`config.mk`:
```
export PLATFORM = sky130hd
export DESIGN_NAME = qspi_stream_reader
export DESIGN_NICKNAME = d
export VERILOG_FILES = /design/src/rtl/rle_vga_pkg.sv /design/src/rtl/stream_fifo.sv /design/src/rtl/qspi_stream_reader.sv
export SDC_FILE = /design/constraint.sdc
export NUM_CORES = 1
export LEC_CHECK = 0
export ABC_AREA = 1
export ABC_CLOCK_PERIOD_IN_PS = 3500
export CAP_MARGIN = 40
export CORE_ASPECT_RATIO = 0.5
export CORE_MARGIN = 3
export CORE_UTILIZATION = 47
export DETAILED_ROUTE_END_ITERATION = 16
export MAX_ROUTING_LAYER = met4
export PLACE_DENSITY = 0.72
export SLEW_MARGIN = 10
export SYNTH_ARGS = -nofsm -noshare
export SYNTH_HDL_FRONTEND = slang
export SYNTH_SLANG_ARGS = --single-unit
```
`constraint.sdc`:
```
create_clock -name clk -period 3.5 [get_ports clk]
set_clock_uncertainty 0.05 [all_clocks]
set_input_delay 0.525 -clock clk [delete_from_list [all_inputs] [get_ports clk]]
set_output_delay 0.525 -clock clk [all_outputs]
set_load 0.05 [all_outputs]
```
`src/rtl/rle_vga_pkg.sv`:
```
// Shared types and constants for the RLE VGA pipeline front end.
// Holds the QSPI reader state encoding and the flash command opcode.
package rle_vga_pkg;

  localparam int ADDR_W = 24;
  localparam int WORD_W = 16;

  localparam logic [7:0] CMD_QUAD_READ = 8'h6B;

  typedef enum logic [2:0] {
    S_IDLE,
    S_GAP,
    S_CMD,
    S_ADDR,
    S_DUMMY,
    S_DATA
  } qspi_state_t;

endpackage

```
`src/rtl/stream_fifo.sv`:
```
// Small synchronous FIFO with a flush input and full/empty flags.
// DEPTH must be a power of two so the pointers wrap naturally.
module stream_fifo #(
  parameter int WIDTH = 16,
  parameter int DEPTH = 2
) (
  input  logic             clk,
  input  logic             rst,
  input  logic             flush,
  input  logic             push,
  input  logic [WIDTH-1:0] push_data,
  input  logic             pop,
  output logic [WIDTH-1:0] pop_data,
  output logic             full,
  output logic             empty
);

  localparam int PTR_W = $clog2(DEPTH);
  localparam logic [PTR_W:0] FULL_CNT = (PTR_W + 1)'(DEPTH);

  logic [WIDTH-1:0] mem [DEPTH];
  logic [PTR_W-1:0] wr_ptr;
  logic [PTR_W-1:0] rd_ptr;
  logic [PTR_W:0]   count;
  logic             do_push;
  logic             do_pop;

  assign full     = (count == FULL_CNT);
  assign empty    = (count == '0);
  assign do_pop   = pop && !empty;
  assign do_push  = push && (!full || do_pop);
  assign pop_data = mem[rd_ptr];

  // NOTE: the storage is reset only because it is tiny and the head must read 0 out of reset.
  always_ff @(posedge clk or posedge rst) begin
    if (rst) begin
      for (int i = 0; i < DEPTH; i++) mem[i] <= '0;
      wr_ptr <= '0;
      rd_ptr <= '0;
      count  <= '0;
    end else if (flush) begin
      wr_ptr <= '0;
      rd_ptr <= '0;
      count  <= '0;
    end else begin
      if (do_push) begin
        mem[wr_ptr] <= push_data;
        wr_ptr      <= wr_ptr + 1'b1;
      end
      if (do_pop) rd_ptr <= rd_ptr + 1'b1;
      if (do_push && !do_pop)      count <= count + 1'b1;
      else if (!do_push && do_pop) count <= count - 1'b1;
    end
  end

endmodule

```
`src/rtl/qspi_stream_reader.sv`:
```
// Streams 16-bit words from QSPI flash using Fast Read Quad Output (0x6B).
// SPI clock runs at clk/2 and is parked low whenever the output FIFO has no room.
module qspi_stream_reader
  import rle_vga_pkg::*;
#(
  parameter int FIFO_DEPTH = 2,
  parameter int CS_GAP     = 4,
  parameter int DUMMY_CLKS = 8
) (
  input  logic              clk,
  input  logic              rst,
  input  logic              start,
  input  logic [ADDR_W-1:0] start_addr,
  input  logic              stop,
  output logic              busy,
  output logic [WORD_W-1:0] out_data,
  output logic              out_valid,
  input  logic              out_ready,
  output logic              spi_cs,
  output logic              spi_clk,
  output logic              spi_mosi,
  output logic              spi_d_oe,
  input  logic [3:0]        spi_miso
);

  localparam int CNT_W = 8;

  qspi_state_t       state, state_next;
  logic [CNT_W-1:0]  cnt, cnt_next;
  logic              ph, ph_next;
  logic [31:0]       sh, sh_next;
  logic [ADDR_W-1:0] addr, addr_next;
  logic [11:0]       word, word_next;
  logic [1:0]        nib, nib_next;
  logic              cs_next, clk_next, mosi_next, oe_next, busy_next;
  logic              push, flush, full, empty;

  stream_fifo #(
    .WIDTH (WORD_W),
    .DEPTH (FIFO_DEPTH)
  ) u_fifo (
    .clk       (clk),
    .rst       (rst),
    .flush     (flush),
    .push      (push),
    .push_data ({word, spi_miso}),
    .pop       (out_valid && out_ready),
    .pop_data  (out_data),
    .full      (full),
    .empty     (empty)
  );

  assign out_valid = !empty;

  // NOTE: every output pin is a flop fed from this block, so defaults hold the current values.
  always_comb begin
    state_next = state;
    cnt_next   = cnt;
    ph_next    = ph;
    sh_next    = sh;
    addr_next  = addr;
    word_next  = word;
    nib_next   = nib;
    cs_next    = spi_cs;
    clk_next   = spi_clk;
    mosi_next  = spi_mosi;
    oe_next    = spi_d_oe;
    busy_next  = busy;
    push       = 1'b0;
    flush      = 1'b0;

    if (start) begin
      state_next = S_GAP;
      cnt_next   = '0;
      ph_next    = 1'b0;
      addr_next  = start_addr;
      nib_next   = '0;
      cs_next    = 1'b1;
      clk_next   = 1'b0;
      mosi_next  = 1'b0;
      oe_next    = 1'b0;
      busy_next  = 1'b1;
      flush      = 1'b1;
    end else if (stop) begin
      state_next = S_IDLE;
      ph_next    = 1'b0;
      nib_next   = '0;
      cs_next    = 1'b1;
      clk_next   = 1'b0;
      mosi_next  = 1'b0;
      oe_next    = 1'b0;
      busy_next  = 1'b0;
      flush      = 1'b1;
    end else begin
      unique case (state)
        S_IDLE: ;
        S_GAP: begin
          if (cnt == CNT_W'(CS_GAP - 1)) begin
            state_next = S_CMD;
            cnt_next   = '0;
            ph_next    = 1'b0;
            sh_next    = {CMD_QUAD_READ, addr};
            cs_next    = 1'b0;
            clk_next   = 1'b0;
            oe_next    = 1'b1;
            mosi_next  = CMD_QUAD_READ[7];
          end else begin
            cnt_next = cnt + 1'b1;
          end
        end
        // Command and address share one 32-bit shifter; the state only tracks which part is on the wire.
        S_CMD, S_ADDR: begin
          if (!ph) begin
            clk_next = 1'b1;
            ph_next  = 1'b1;
          end else begin
            clk_next  = 1'b0;
            ph_next   = 1'b0;
            cnt_next  = cnt + 1'b1;
            sh_next   = {sh[30:0], 1'b0};
            mosi_next = sh[30];
            if (cnt == CNT_W'(7)) state_next = S_ADDR;
            if (cnt == CNT_W'(31)) begin
              state_next = S_DUMMY;
              cnt_next   = '0;
              oe_next    = 1'b0;
              mosi_next  = 1'b0;
            end
          end
        end
        S_DUMMY: begin
          if (!ph) begin
            clk_next = 1'b1;
            ph_next  = 1'b1;
          end else begin
            clk_next = 1'b0;
            ph_next  = 1'b0;
            cnt_next = cnt + 1'b1;
            if (cnt == CNT_W'(DUMMY_CLKS - 1)) begin
              state_next = S_DATA;
              nib_next   = '0;
            end
          end
        end
        S_DATA: begin
          // A new word only starts when a slot is free, so a completed word always fits.
          if (!ph) begin
            if (nib != 2'd0 || !full) begin
              clk_next = 1'b1;
              ph_next  = 1'b1;
            end
          end else begin
            clk_next  = 1'b0;
            ph_next   = 1'b0;
            nib_next  = nib + 1'b1;
            word_next = {word[7:0], spi_miso};
            if (nib == 2'd3) push = 1'b1;
          end
        end
        default: state_next = S_IDLE;
      endcase
    end
  end

  always_ff @(posedge clk or posedge rst) begin
    if (rst) begin
      state    <= S_IDLE;
      cnt      <= '0;
      ph       <= 1'b0;
      sh       <= '0;
      addr     <= '0;
      word     <= '0;
      nib      <= '0;
      spi_cs   <= 1'b1;
      spi_clk  <= 1'b0;
      spi_mosi <= 1'b0;
      spi_d_oe <= 1'b0;
      busy     <= 1'b0;
    end else begin
      state    <= state_next;
      cnt      <= cnt_next;
      ph       <= ph_next;
      sh       <= sh_next;
      addr     <= addr_next;
      word     <= word_next;
      nib      <= nib_next;
      spi_cs   <= cs_next;
      spi_clk  <= clk_next;
      spi_mosi <= mosi_next;
      spi_d_oe <= oe_next;
      busy     <= busy_next;
    end
  end

endmodule

```
=== Word level (Yosys, flattened, before mapping) ===
Index checks and enable logic that the tools add are counted.

* Add/sub/neg operators: 6
* $lt $le $gt $ge: 3
* Equality and inequality tests: 24
* Mux-type cells: 73
* Bitwise logic cells: 5
* Reduce and logical (&&, ||, !) cells: 40

{| class="wikitable"
|+ Operators by type and width
! kind !! number
|-
| two-way mux 16 bit || 4
|-
| two-way mux 31 bit || 2
|-
| one-hot mux 31 bit (2 select lines) || 1
|-
| two-way mux 8 bit || 6
|-
| two-way mux 1 bit || 35
|-
| bitwise mux 32 bit || 1
|-
| two-way mux 3 bit || 8
|-
| != test 4 bit, second input constant || 6
|-
| one-hot mux 8 bit (3 select lines) || 1
|-
| demux 16 bit (select 1 bit) || 1
|-
| two-way mux 2 bit || 8
|-
| AND reduction 4 bit || 4
|-
| one-hot mux 3 bit (4 select lines) || 1
|-
| nonzero test 4 bit || 3
|-
| != test 5 bit, second input constant || 2
|-
| nonzero test 2 bit || 5
|-
| nonzero test 3 bit || 3
|-
| adder 8 x 1 -> 8 bit, second input constant || 1
|-
| equality test 8 x 2 -> 1 bit, second input constant || 1
|-
| equality test 8 x 3 -> 1 bit, second input constant || 1
|-
| equality test 8 x 5 -> 1 bit, second input constant || 1
|-
| equality test 3 x 2 -> 1 bit, second input constant || 2
|-
| equality test 3 bit, second input constant || 2
|-
| logical AND 1 bit || 6
|-
| 26 further kinds || 46
|}

* Register bits: 122
* Input bits: 33

=== Logic depth before layout (Yosys ltp) ===
* Word-level depth: 12
* Mapped depth: 11
* Depth with buffers taken out: 10

=== By module ===
From an unflattened synthesis, not the netlist that was laid out.

* Cell total of the unflattened synthesis: 689
* Area, all modules: 6080.8 um^2

{| class="wikitable"
|+ By module, submodules not included
! module !! times used !! cells each !! area an instance (um^2)
|-
| qspi_stream_reader || 1 || 478 || 4274.1
|-
| stream_fifo || 1 || 211 || 1806.7
|}

=== Least setup slack after synthesis ===
OpenSTA, ideal clock, no wires.

* Path type: register to output
* From: register u_fifo.rd_ptr
* To: output out_data[13]
* Arrival time: 1443 ps
* Required time: 2925 ps
* Path slack: 1482 ps
* Stages on the path, launching flop included: 4
* Path buffers: 2
* Path through: dfrtp_1 -> clkbuf_1 -> clkbuf_1 -> mux2_2

* Cells in the longest elaborated chain, start to end: 4

{| class="wikitable"
|+ Ends and longest elaborated chain
! item !! RTL line !! text
|-
| start: declaration || stream_fifo.sv:23 || <nowiki>logic [PTR_W-1:0] rd_ptr;</nowiki>
|-
| start signal: assignment || stream_fifo.sv:50 || <nowiki>if (do_pop) rd_ptr <= rd_ptr + 1'b1;</nowiki>
|-
| inverter 1 -> 2 bit (not written as such) || stream_fifo.sv:32 || <nowiki>assign pop_data = mem[rd_ptr];</nowiki>
|-
| two-way mux 16 bit (not written as such) (3 in series) || stream_fifo.sv:32 ||
|-
| end: declaration || qspi_stream_reader.sv:16 || <nowiki>output logic [WORD_W-1:0] out_data,</nowiki>
|}

No other way between the ends. The select of a mux whose other input is x is not followed.

=== Worst setup path in the final report ===
* From: register u_fifo.rd_ptr
* To: output out_data[3]

Same word-level chain as after synthesis.

==> key figures <==
Worst setup path
  – R2R depth: 7
  – Reg2reg setup slack: 1.27 ns
  – Critical R2R Launch: state[2]
  – CP Max Fanout: 18
  – Worst EP arrival: 2.41 ns
  – Setup crit start kind: flop
  – Worst R2R End: sh[21]
  – Crit-path cells: mux2_2 -> clkdlybuf4s50_1
  – Crit Path Class: reg -> out
  – CP Data Required Time: 2.92 ns
  – CP max stage cell: dfrtp_1
  – Worst Path Buf+Inv: 1
  – Top Family by Delay on Critical Path: flip-flops
  – CP Capture Type: primary output
  – Crit-path max cell delay: 0.85 ns

Floorplan
  – Die Height: 83.8 µm
  – Area of the core: 0.0114 mm²
  – Die Span X: 162 µm
  – Full die area: 0.0135 mm²
  – Rows: 27
  – Starting Density: 0.500
  – Number of placed I/O pins: 55

Synthesis
  – Primary FF master, synth: dfrtp_1
  – Synth area leaders: dfrtp_1 53%, nand2_1 12%, o21ai_0 7.7%
  – Synthesized area: 0.00569 mm²
  – Share of the synthesized area in the top cell type: 0.532
  – Post-synth EDFFs: 0
  – Post-synth top cells: 185 x nand2_1, 121 x dfrtp_1, 88 x o21ai_0
  – Post-synth cell types: 31
  – #FFs+latches synth: 122
  – Syn nets: 715
  – Count leader, synth: nand2_1
  – Synth Instances: 676
  – Synthesis Warnings: 0
  – Sequential share of the synthesized area: 0.537
  – Synth area leader: dfrtp_1
  – Ys async rst share: 1.00
  – Avg Inst Size Synth: 8.42 µm²

Pwr
  – Sw Pwr: 1.28 mW
  – Clock power frac: 0.437
  – Gate power share: 0.163
  – Design Power: 4.48 mW
  – Power Density: 638 mW/mm²
  – Maximum vdd drop: 0.000425 V
  – Internal: 3.19 mW
  – Power share of the sequential group: 0.400
  – Pleak: 3.41 nW
  – Switching Share: 0.287

Layout
  – NumNets Final: 764
  – ANT cells: 0
  – Fraction of layout cells with a size suffix above 1: 0.111
  – Fin area: 0.00701 mm²
  – Final core utilization: 0.616
  – Synth-to-Final Area Change: 23.3%

Clock network
  – H-tree levels: 4
  – CTS tree: built
  – Post-CTS Setup Inserts: 0
  – Clk_lat worst skew: 0.41 ns
  – CTS max path bufs: 2
  – Cts repair resizes: 0
  – Clock Tree Root: clkbuf_16
  – Inserted Clock Buffers: 17
  – Cts-stage hold buffer count: 0
  – CTS Sinks: 122
  – Worst-path clk slew: 0.06 ns

GRT
  – Total GRT Usage: 0.179
  – Initial antenna violation count: 0
  – Largest net degree at the start of global routing: 94
  – Global-route wire length before repair: 19.4 mm
  – Total grt overflow: 0
  – Vias in the first global route: 4089

Hold path
  – HP Class: in -> async

Timing
  – Min Tclk post-route: 2.99 ns
  – Max-slew violation count: 0
  – Fin Setup TNS: 0 ns
  – RSZ-0062 raised after global routing: no
  – WHS: 0.318 ns
  – Final setup violation count: 0
  – Slew @ Worst Pin: 0.783 ns
  – Slew margin rel.: 0.478
  – Fin crit share: 0.854
  – Final Hold Fails: 0
  – FMAX: 0.335 GHz

Detailed routing
  – Wire length per cell: 12.5 µm
  – Routed vias: 4416
  – Drc violations: 0
  – DR iter-0 viols: 339
  – Via density: 4.92
  – WL final: 11.3 mm
  – DRT Pass-1 Iters: 4
  – Final ANT Viol Nets: 0

Place
  – Final GP Congestion: 0.869
  – Post-DP Area: 0.00635 mm²
  – I/O Buffers: 54
  – Post-DP HPWL: 7.18 mm

Flow run
  – Max-cap violations: 0

Status
  – Status: completed
## layout by cell type, fill, tap and decap left out, types with 2 or more instances in the layout
master	instances
nor2_4	2
or2_2	2
nand3b_1	2
o21ai_2	16
o21a_1	2
ha_1	5
a21oi_1	32
clkbuf_16	17
clkdlybuf4s50_1	53
nand3_1	27
o21ai_1	5
clkinvlp_4	2
bufinv_16	5
nor2_1	55
mux2_2	16
buf_4	7
inv_1	64
inv_6	5
nand4_1	7
o21ai_0	88
nand2_2	2
nor3_1	2
dfrtp_1	121
nand2_1	185
clkinv_4	4
## power groups by stage
stage	logic [mW]	clock network [mW]	registers, mW
2_1_floorplan	0.544	0	1.80
3_3_place_gp	0.710	0	1.80
3_5_place_dp	0.734	0	1.81
4_1_cts	0.739	1.99	1.79
5_1_grt	0.852	2.06	1.82
6_report	0.728	1.96	1.79
## layout make-up
cell class | instances | area (µm²)
Tap cell | 159 | 199
Timing Repair Buffer | 62 | 608
Inverter | 66 | 251
Multi-Input combinational cell | 456 | 2240
Fill cell | 989 | 4370
Sequential cell | 122 | 3050
Clock buffer | 17 | 425
Clock inverter | 15 | 236
## through the flow
stage               setup WS (ns)  cells
floorplan                    1.43    676
global placement            0.998    865
detailed placement          0.942    865
CTS                         0.502    897
global route                0.428    897
finish                      0.512    897
## how the worst max path moves through the flow
stage | startpoint | endpoint | slack (ns) | depth (start not counted)
4_1_cts | u_fifo.rd_ptr | out_data[3] | 0.50 | 2
3_3_place_gp | stop | u_fifo.mem[2] | 1.0 | 9
5_1_grt | u_fifo.rd_ptr | out_data[3] | 0.43 | 2
6_report | u_fifo.rd_ptr | out_data[3] | 0.51 | 2
2_1_floorplan | rst | addr[0] | 1.43 | 1
3_5_place_dp | u_fifo.rd_ptr | out_data[3] | 0.94 | 2
## worst register-to-register path, stage by stage, from the launching register on
cell     delay, ns
dfrtp_1       0.44
inv_1         0.11
ha_2          0.19
inv_1         0.35
nand3_1       0.22
nand4_1       0.13
buf_4         0.43
o21ai_0       0.17
## cells by family after synthesis
logic type,Yosys count,synth area share
AO/OA/AOI/OAI,147,0.142
XOR/XNOR,1,0.00154
adder cells (fa/ha/maj),6,0.0132
buffers and inverters,98,0.0701
flip-flops,122,0.537
multiplexers,16,0.0317
AND/OR/NAND/NOR,286,0.205
## state kept, by name, summed over array words and instances, names as in the netlist
signal and flops:
addr 24, busy 1, cnt 8, nib 2, ph 1, sh 31, spi_clk 1, spi_cs 1
spi_d_oe 1, spi_mosi 1, state 3, u_fifo.count 2, u_fifo.mem 32, u_fifo.rd_ptr 1, u_fifo.wr_ptr 1, word 12
## metal layers
layer | share of wire | global-route usage
met1 | 0.50 | 0.241
met2 | 0.46 | 0.272
met3 | 0.030 | 0.0367
met4 | 0.015 | 0.0635
met5 | 0 | -
No activity file was read; power rests on OpenSTA's default activity.
